===== src/rtl/contador_pkg.sv =====
// contador_pkg: shared types and constants for the programmable-modulus
// counter / clock divider (contador_prog).
//   cont_state_t : counter state, ST_RUN (counting) / ST_DONE (one-shot finished)
//   DIR_*        : encoding of the dir input
//   MODE_*       : encoding of the mode input
package contador_pkg;

  typedef enum logic [0:0] {
    ST_RUN  = 1'b0,
    ST_DONE = 1'b1
  } cont_state_t;

  localparam logic DIR_DOWN    = 1'b0;
  localparam logic DIR_UP      = 1'b1;
  localparam logic MODE_FREE   = 1'b0;
  localparam logic MODE_ONESHOT = 1'b1;

endpackage


===== src/rtl/contador_prog.sv =====
// contador_prog: programmable-modulus up/down counter and clock divider.
// Counts modulo (modulo+1), emits a one-cycle terminal-count pulse and a
// 50% duty divided clock that toggles on every wrap. Supports free-running
// and one-shot operation.
//   clk, rst_n : clock (rising edge), asynchronous active-low reset
//   en         : count enable
//   load       : synchronous load strobe (highest priority)
//   load_val   : value to load, clamped to modulo
//   modulo     : terminal value, period is modulo+1
//   dir        : 1 = up, 0 = down
//   mode       : 0 = free-running, 1 = one-shot
//   cont       : current count (registered)
//   tc         : terminal-count pulse (registered)
//   clk_div    : divided clock (registered)
//   done       : one-shot finished (registered)
module contador_prog
  import contador_pkg::*;
#(
  parameter int SIZE = 8
) (
  input  logic            clk,
  input  logic            rst_n,
  input  logic            en,
  input  logic            load,
  input  logic [SIZE-1:0] load_val,
  input  logic [SIZE-1:0] modulo,
  input  logic            dir,
  input  logic            mode,
  output logic [SIZE-1:0] cont,
  output logic            tc,
  output logic            clk_div,
  output logic            done
);

  cont_state_t     r_state;
  logic [SIZE-1:0] r_cont;
  logic            r_tc;
  logic            r_div;
  logic            r_done;

  cont_state_t     w_state_nxt;
  logic [SIZE-1:0] w_cont_nxt;
  logic            w_tc_nxt;
  logic            w_div_nxt;
  logic            w_done_nxt;
  logic            w_term;

  // Up uses >= so a modulo lowered below the current count wraps on the next
  // enabled edge instead of running off to 2^SIZE.
  assign w_term = (dir == DIR_UP) ? (r_cont >= modulo) : (r_cont == '0);

  always_comb begin
    w_state_nxt = r_state;
    w_cont_nxt  = r_cont;
    w_tc_nxt    = 1'b0;
    w_div_nxt   = r_div;
    w_done_nxt  = r_done;
    if (load) begin
      w_cont_nxt  = (load_val > modulo) ? modulo : load_val;
      w_state_nxt = ST_RUN;
      w_done_nxt  = 1'b0;
    end else if (r_state == ST_RUN && en) begin
      if (!w_term) begin
        w_cont_nxt = (dir == DIR_UP) ? r_cont + 1'b1 : r_cont - 1'b1;
      end else begin
        w_tc_nxt  = 1'b1;
        w_div_nxt = ~r_div;
        if (mode == MODE_ONESHOT) begin
          // Count freezes on the terminal value until the next load.
          w_state_nxt = ST_DONE;
          w_done_nxt  = 1'b1;
        end else begin
          w_cont_nxt = (dir == DIR_UP) ? '0 : modulo;
        end
      end
    end
  end

  always_ff @(posedge clk or negedge rst_n) begin
    if (!rst_n) begin
      r_state <= ST_RUN;
      r_cont  <= '0;
      r_tc    <= 1'b0;
      r_div   <= 1'b0;
      r_done  <= 1'b0;
    end else begin
      r_state <= w_state_nxt;
      r_cont  <= w_cont_nxt;
      r_tc    <= w_tc_nxt;
      r_div   <= w_div_nxt;
      r_done  <= w_done_nxt;
    end
  end

  assign cont    = r_cont;
  assign tc      = r_tc;
  assign clk_div = r_div;
  assign done    = r_done;

endmodule


===== config.mk =====
export PLATFORM = sky130hd
export DESIGN_NAME = contador_prog
export DESIGN_NICKNAME = d
export VERILOG_FILES = /design/src/rtl/contador_pkg.sv /design/src/rtl/contador_prog.sv
export SDC_FILE = /design/constraint.sdc
export NUM_CORES = 1
export LEC_CHECK = 0
export BUFFER_PORTS_ARGS = -buffer_cell sky130_fd_sc_hd__buf_2
export CAP_MARGIN = 5
export CORE_MARGIN = 2
export CORE_UTILIZATION = 49
export DETAILED_ROUTE_END_ITERATION = 16
export PLACE_DENSITY = 0.77
export REMOVE_ABC_BUFFERS = 1
export SLEW_MARGIN = 20
export SYNTH_ARGS = -nofsm -noshare
export SYNTH_HDL_FRONTEND = slang
export SYNTH_SLANG_ARGS = --single-unit

===== constraint.sdc =====
create_clock -name clk -period 2.2 [get_ports clk]
set_input_delay 0.11 -clock clk [delete_from_list [all_inputs] [get_ports clk]]
set_output_delay 0.11 -clock clk [all_outputs]
set_load 0.005 [all_outputs]

== Word-level counts from Yosys, hierarchy flattened ==
Index checks and enable logic that the tools add are counted.
Operators by class
  $add $sub $neg: 2
  multipliers: 0
  divide/modulo/power cells: 0
  $lt $le $gt $ge: 2
  equality and inequality tests: 1
  shift operators: 0
  mux-type cells: 15
  bitwise operators: 3
  reduce and logical (&&, ||, !) cells: 8
Operators with widths (number)
  2-to-1 mux 8 bit: 7
  adder 8 x 1 -> 8 bit, second input constant: 1
  greater-or-equal comparator 8 bit: 1
  > comparator 8 bit: 1
  logical NOT 8 bit: 1
  2-to-1 mux 1 bit: 8
  subtractor 8 x 1 -> 8 bit, second input constant: 1
  AND reduction 3 bit: 2
  nonzero test 2 bit: 3
  != test 3 bit, second input constant: 1
  inverter 1 bit: 3
  AND reduction 2 bit: 1
  logical AND 1 bit: 1
Word-level totals
  flip-flop bits (word level): 11
  latch bits: 0
  RAM bits: 0
  bits in read-only memories: 0
  output and inout bits: 11
  word-level logic and storage cells: 35
  memories: 0

== Longest topological paths before layout ==
Gate-level depths: netlist (run 1).
  word-level depth: 5
  mapped depth: 8
  gate-level depth less buffers: 8

== Worst setup path after synthesis (run 1) ==
Ideal clock, no wire load.
  path kind: flip-flop to flip-flop
  from: register r_cont[3], in the netlist cont[3]
  to: register r_cont[6], in the netlist cont[6]
  arrival time: 1.973 ns
  data required time: 2.082 ns
  path slack: 0.108 ns
  stages on the path, launching flop included: 7
  path buffers: 0
  clock period less this slack: 2.092 ns
  cell sequence: dfrtp_1 ha_1 a2111oi_0 o211ai_1 a32oi_2 o22ai_1 a21o_1
Between the ends
  word-level cells in the longest chain between the ends: 5
Ends and longest elaborated chain
  start: declaration: RTL line contador_prog.sv:36  | logic [SIZE-1:0] r_cont;
  start signal: assignment: RTL line contador_prog.sv:88  | r_cont <= w_cont_nxt;
  subtractor 8 x 1 -> 8 bit, or another cell as far along: RTL line contador_prog.sv:64  | w_cont_nxt = (dir == DIR_UP) ? r_cont + 1'b1 : r_cont - 1'b1;
  2-to-1 mux 8 bit or 2-to-1 mux 1 bit (tied branches): RTL line contador_prog.sv:64, contador_prog.sv:50
  2-to-1 mux 8 bit: RTL line contador_prog.sv:63  | if (!w_term) begin
  2-to-1 mux 8 bit: RTL line contador_prog.sv:62  | end else if (r_state == ST_RUN && en) begin
  2-to-1 mux 8 bit: RTL line contador_prog.sv:58  | if (load) begin
Several ways; a longest one is shown, not always the timed one. The select of a mux whose other input is x is not followed.
A chain may end at the register's enable or synchronous reset.

== Worst setup path in the final report (run 1) ==
  from: register r_cont[3], in the netlist cont[3]
  to: register r_cont[7], in the netlist cont[7]
Same word-level chain as after synthesis.

==> results.yml, run 1 <==
status:
  status: "finished clean"
global_route:
  grt_max_degree: 12
  grt-ovfl-total: 0
  grt_pass1_vias: 1384
  grt_pass1_wl_um: 6251
  antenna_found_initial: 0
  grt_util_all_layers: 0.2458
floorplan:
  io_pins: 33
  die_area_mm2: 0.003315
  die_x_um: 57.58
  core_area_mm2: 0.002734
  start_util: 0.5144
  die_h_um: 57.58
  rows: 19
synthesis:
  synth-adder-area-share: 0.2100
  synth_area_per_cell_um2: 9.073
  synth_edf_count: 0
  synth-seq-cells: 11
  syn_area_mm2: 0.001406
  synth.area.mux_share: 0.1246
  synth_cell_types: 42
  synth_top_family_by_area: "compound AO/OA/AOI/OAI gates"
  yosys.area_share.simple: 0.1335
  ys_warn_count: 0
  ys_async_sr_fraction: 1.000
  netlist.top_cell.by_area: "dfrtp_1"
  netlist_instances: 155
  yosys-top-cells-area: "dfrtp_1, ha_1, a21oi_1, mux2_2, mux2i_1"
  synth-xor-area-share: 0.03737
  synth_ff_type: "dfrtp_1"
  ys_seq_area_frac: 0.1957
  synth_compound_area_frac: 0.2536
  synth_top_area_share: 0.1957
pwr:
  peakVddDrop_mv: 0.6506
  power_w: 0.001276
  p_leak_nw: 0.8634
  pwr_density_cell_mw_per_mm2: 724.7
placement:
  pre_cts_ws_ns: 0.002321
  dp_hpwl_um: 3061
  dpl_cell_area_mm2: 0.001673
  port_buffers: 32
  gp_congestion: 0.9288
setup_path:
  crit_path_start_kind: "flop"
  critPathKind: "flop to flop"
  required_ns: 2.39
  reg2reg_depth: 8
  endpoint_kind: "flop"
  reg2reg_to: "cont[7]"
  rrSetupSlack_ns: 0.08
  cp_max_fo: 4
  cp.arrival_ns: 2.31
  r2r_start: "cont[3]"
hold_path:
  hp-class: "input port to flop"
  whs_path_depth: 3
  hold_end: "done"
  hold_start: "en"
route:
  drc: 0
  drtIter0Drc: 64
  routed_wl_um: 3874
  wl_per_cell_um: 16.70
  ant_nets: 0
  drt-pass1-iter-count: 5
  route.vias.total: 1405
  vias_per_cell: 6.056
finish:
  final_cell_mix: "buf_2, ha_1, a21oi_1"
  area_growth_pct: 25.18
  num_antenna_cells: 0
  layout_commonest_cell: "buf_2"
  nNetsFinal: 247
  final_core_util: 0.6439
  fin_area_mm2: 0.001760
  drive_gt1_frac: 0.3483
timing:
  finClkSkew_ns: 0.002401
  post-route-period-util: 0.9624
  slew_headroom: 0.6787
  finalSetupViolations: 0
  final_max_slew_viol_count: 0
  grt_setup_unrepaired: "true"
  fmax_mhz: 472.3
  setup_ws_ns: 0.08277
  hold_viol_final: 0
  worst_pin_slew_ns: 0.4819
  fin_crit_ns: 2.117
job:
  cap_violations: 0
clocking:
  cts_buffers: 3
  root_buffer: "clkbuf_4"
  cts_max_level: 1
  cts_sinks: 11
  cts_buffer_depth: 2
  clkTransAtPathRegs_ns: 0.08
  clock_latency_ns: 0.28
  cts_tree: "built"
## flip-flops by register name (all words and copies together), names as in the netlist
signal	cells
clk_div	1
done	1
tc	1
cont	8
## per-stage QoR
step,cells,TNS [ns],hold slack [ns]
3_3_place_gp,226,0,-0.0005681
6_report,232,0,0.1188
5_1_grt,232,-0.004027,0.1312
3_5_place_dp,226,0,0.01214
4_1_cts,232,0,0.1119
2_1_floorplan,153,0,-0.1856
## metal layers
metal	part of all wire	GRT usage	up-vias
li1	-	-	677
met2	0.49	0.4269	52
met1	0.43	0.3094	669
met3	0.060	0.05442	7
met4	0.015	0.05648	0
met5	0	0	-
## how the worst max path moves through the flow
stage	depth (start not counted)	slack, ns	startpoint	end
2_1_floorplan	6	0.11	cont[3]	cont[6]
3_5_place_dp	6	0.002	cont[3]	cont[5]
3_3_place_gp	6	0.07	cont[3]	cont[5]
6_report	8	0.08	cont[3]	cont[7]
4_1_cts	8	0.01	cont[3]	cont[7]
5_1_grt	7	-0.004	cont[3]	cont[5]
## report_power, final
group	internal [W]	total (W)	switching, W
logic	0.000414	0.000817	0.000403
clock network	0.0000675	0.000151	0.0000830
registers	0.000250	0.000309	0.0000586
## logic make-up (layout without fill, tap and decap cells)
group	Yosys count	count (layout)
compound gates	51	51
flops	11	11
xor+xnor	6	6
fa+ha+maj	23	23
buf+inv	17	63
simple gates	31	31
mux	16	16
## timing repair
action                                  CTS  global route
hold buffers                              1             0
pin swaps                                 1             4
hold endpoints to repair                 11             0
setup buffers                             1             0
gates cloned                              0             0
endpoints found under the setup margin    1             8
gates resized for setup                   0             7
## area by class of cell
class	count	area [µm²]
multi-input cells	127	1106
fillers	248	973.4
flip-flops and latches	11	275.3
repair buffers	44	256.5
inverters	15	56.30
well taps	31	38.79
clock buffers	3	22.52
clock inverters	1	5.005
## Yosys cell counts, types with 2 or more instances
cell,count
mux2i_1,7
xor2_1,3
nor2_1,6
inv_1,14
xnor2_1,3
nand2_1,6
nand3_1,4
a21o_1,5
o211ai_1,2
o21ai_0,6
mux2_2,8
a211oi_1,2
o21bai_1,2
or4_4,2
clkbuf_1,2
a21oi_1,18
o22ai_1,5
nand4_1,2
ha_1,22
nand2b_1,4
dfrtp_1,11
## worst max-delay path, stage by stage (launching register included)
cell and delay [ns]:
dfrtp_1 0.40, buf_6 0.14, ha_4 0.28, nand3_1 0.08
o211ai_1 0.27, mux2i_1 0.26, a2bb2oi_1 0.19, mux2_2 0.35
o221ai_1 0.07
(Power assumes the default switching activity.)
==> run 2, diff against run 1 <==
--- a/config.mk
+++ b/config.mk
@@ -10,7 +10,7 @@
 export CORE_MARGIN = 2
 export CORE_UTILIZATION = 49
 export DETAILED_ROUTE_END_ITERATION = 16
-export PLACE_DENSITY = 0.77
+export PLACE_DENSITY = 0.76
 export REMOVE_ABC_BUFFERS = 1
 export SLEW_MARGIN = 20
 export SYNTH_ARGS = -nofsm -noshare
==> results.yml, run 2 (same netlist as run 1, synthesis figures left out) <==
timing:
  finalSetupViolations: 0
  hold_ws_ns: 0.1355
  post-route-period-util: 0.9671
  hold_viol_final: 0
  fin_crit_ns: 2.128
  worst_pin_slew_ns: 0.5320
  finClkSkew_ns: 0.01052
  slew_headroom: 0.6453
  fmax_mhz: 470.0
  final_max_slew_viol_count: 0
route:
  vias_per_cell: 6.112
  wl_per_cell_um: 17.34
  drtIter0Drc: 66
  routed_wl_um: 4041
  drc: 0
  ant_nets: 0
  drt-pass1-iter-count: 4
  route.vias.total: 1424
floorplan:
  die_x_um: 57.58
  io_pins: 33
  rows: 19
  die_area_mm2: 0.003315
  start_util: 0.5144
  core_area_mm2: 0.002734
  die_h_um: 57.58
clocking:
  cts_tree: "built"
  cts_max_level: 1
  cts_buffers: 3
  root_buffer: "clkbuf_4"
  cts_sinks: 11
  clock_latency_ns: 0.28
  clkTransAtPathRegs_ns: 0.09
  cts_buffer_depth: 2
pwr:
  switching_share: 0.4243
  p_comb_frac: 0.639
  power.sequential.fraction: 0.245
  p_leak_nw: 0.8677
  power_w: 0.001299
  pwr_density_cell_mw_per_mm2: 723.7
  p_int_w: 0.0007480
  pwr-share-clk: 0.116
  power.switching_w: 0.0005514
  peakVddDrop_mv: 0.6450
setup_path:
  crit_path_start_kind: "flop"
  endpoint_kind: "flop"
  crit_path_frequent_cell: "buf_4"
  cpMaxStageDelayCell: "dfrtp_2"
  crit_cells: 8
  cpLargestDelayFamily: "compound AO/OA/AOI/OAI gates"
  reg2reg_depth: 8
  required_ns: 2.40
  path_buf_inv: 2
  critPathKind: "flop to flop"
  cp.arrival_ns: 2.33
  slowest_delay_ns: 0.47
  path_cells: "ha_1, a21oi_1, o211ai_1, buf_4, buf_4, xnor2_1, mux2_4, a221oi_2"
  cp_max_fo: 6
global_route:
  antenna_found_initial: 0
  grt-ovfl-total: 0
  grt_pass1_vias: 1352
  grt_pass1_wl_um: 6161
  grt_util_all_layers: 0.2414
  grt_max_degree: 12
placement:
  gp_congestion: 0.9180
  port_buffers: 32
  dp_hpwl_um: 3086
finish:
  num_antenna_cells: 0
  drive_gt1_frac: 0.3713
  final_cell_mix: "buf_2, ha_1, a21oi_1"
  area_growth_pct: 27.67
  nNetsFinal: 248
  largest_reg_flops: 8
  layout_commonest_cell: "buf_2"
status:
  status: "finished clean"
hold_path:
  hp-class: "input port to flop"
  whs_path_depth: 2
job:
  cap_violations: 0
[run 2: final timing paths]
| kind | from | endpoint | slack, ns |
|---|---|---|---|
| worst max-delay path | cont[1] | cont[5] | 0.07 |
| worst max register to register | cont[1] | cont[5] | 0.07 |
| worst min-delay path | load | cont[5] | 0.14 |
| max in group asynchronous | rst_n | cont[1] | 1.70 |
| worst min register to register | clk_div | clk_div | 0.48 |
| min in group asynchronous | rst_n | cont[5] | 0.23 |
[run 2: worst reg2reg max path, delay by kind of cell, from the launching register on]
family                     cells  cell delay [ns]
adders and majority gates      1             0.30
muxes                          1             0.26
buffers and inverters          2             0.29
DFF                            1             0.47
AOI/OAI and AO/OA              3             0.62
xor gates and xnor gates       1             0.12
[run 2: area by class of cell]
| class | instances | area, µm² |
|---|---|---|
| Inverter | 15 | 56.30 |
| Fill cell | 216 | 938.4 |
| Tap cell | 31 | 38.79 |
| Timing Repair Buffer | 45 | 260.3 |
| Clock inverter | 1 | 5.005 |
| Multi-Input combinational cell | 127 | 1135 |
| Sequential cell | 11 | 277.8 |
| Clock buffer | 3 | 22.52 |
[run 2: power by group through the flow]
| stage | registers, W | clock network [W] | logic (W) |
|---|---|---|---|
| finish | 0.000318 | 0.000150 | 0.000831 |
| global route | 0.000325 | 0.000165 | 0.000903 |
| CTS | 0.000310 | 0.000154 | 0.000755 |
| detailed placement | 0.000313 | 0 | 0.000741 |
| global placement | 0.000309 | 0 | 0.000717 |
| floorplan | 0.000312 | 0 | 0.000487 |
[run 2: repair_timing]
| item | in CTS | in global routing |
|---|---|---|
| setup endpoints to repair | 7 | 8 |
| setup buffers | 1 | 2 |
| pin swaps | 1 | 4 |
| endpoints found under the hold margin | 11 | 0 |
| resized for setup | 0 | 12 |
| cloned | 0 | 0 |
| hold buffers | 1 | 0 |
[run 2: metal layers]
| metal | global-route usage | vias to the layer above | part of all wire |
|---|---|---|---|
| li1 | - | 679 | - |
| met1 | 0.3076 | 683 | 0.43 |
| met2 | 0.4334 | 58 | 0.51 |
| met3 | 0.04989 | 4 | 0.059 |
| met4 | 0.02326 | 0 | 0.0035 |
| met5 | 0 | - | 0 |
[run 2: stage by stage]
step                      setup TNS, ns  instance area [µm²]    util  setup slack [ns]  std cells
after global routing           -0.02041                 1795  0.6568          -0.01492        233
after floorplan                       0                 1399       -            0.1085        153
after global placement                0                 1665  0.6092           0.04040        225
after CTS                             0                 1710  0.6256           0.02339        231
after detailed placement        -0.1249                 1665  0.6092          -0.04107        225
final                                 0                 1795  0.6568           0.07233        233
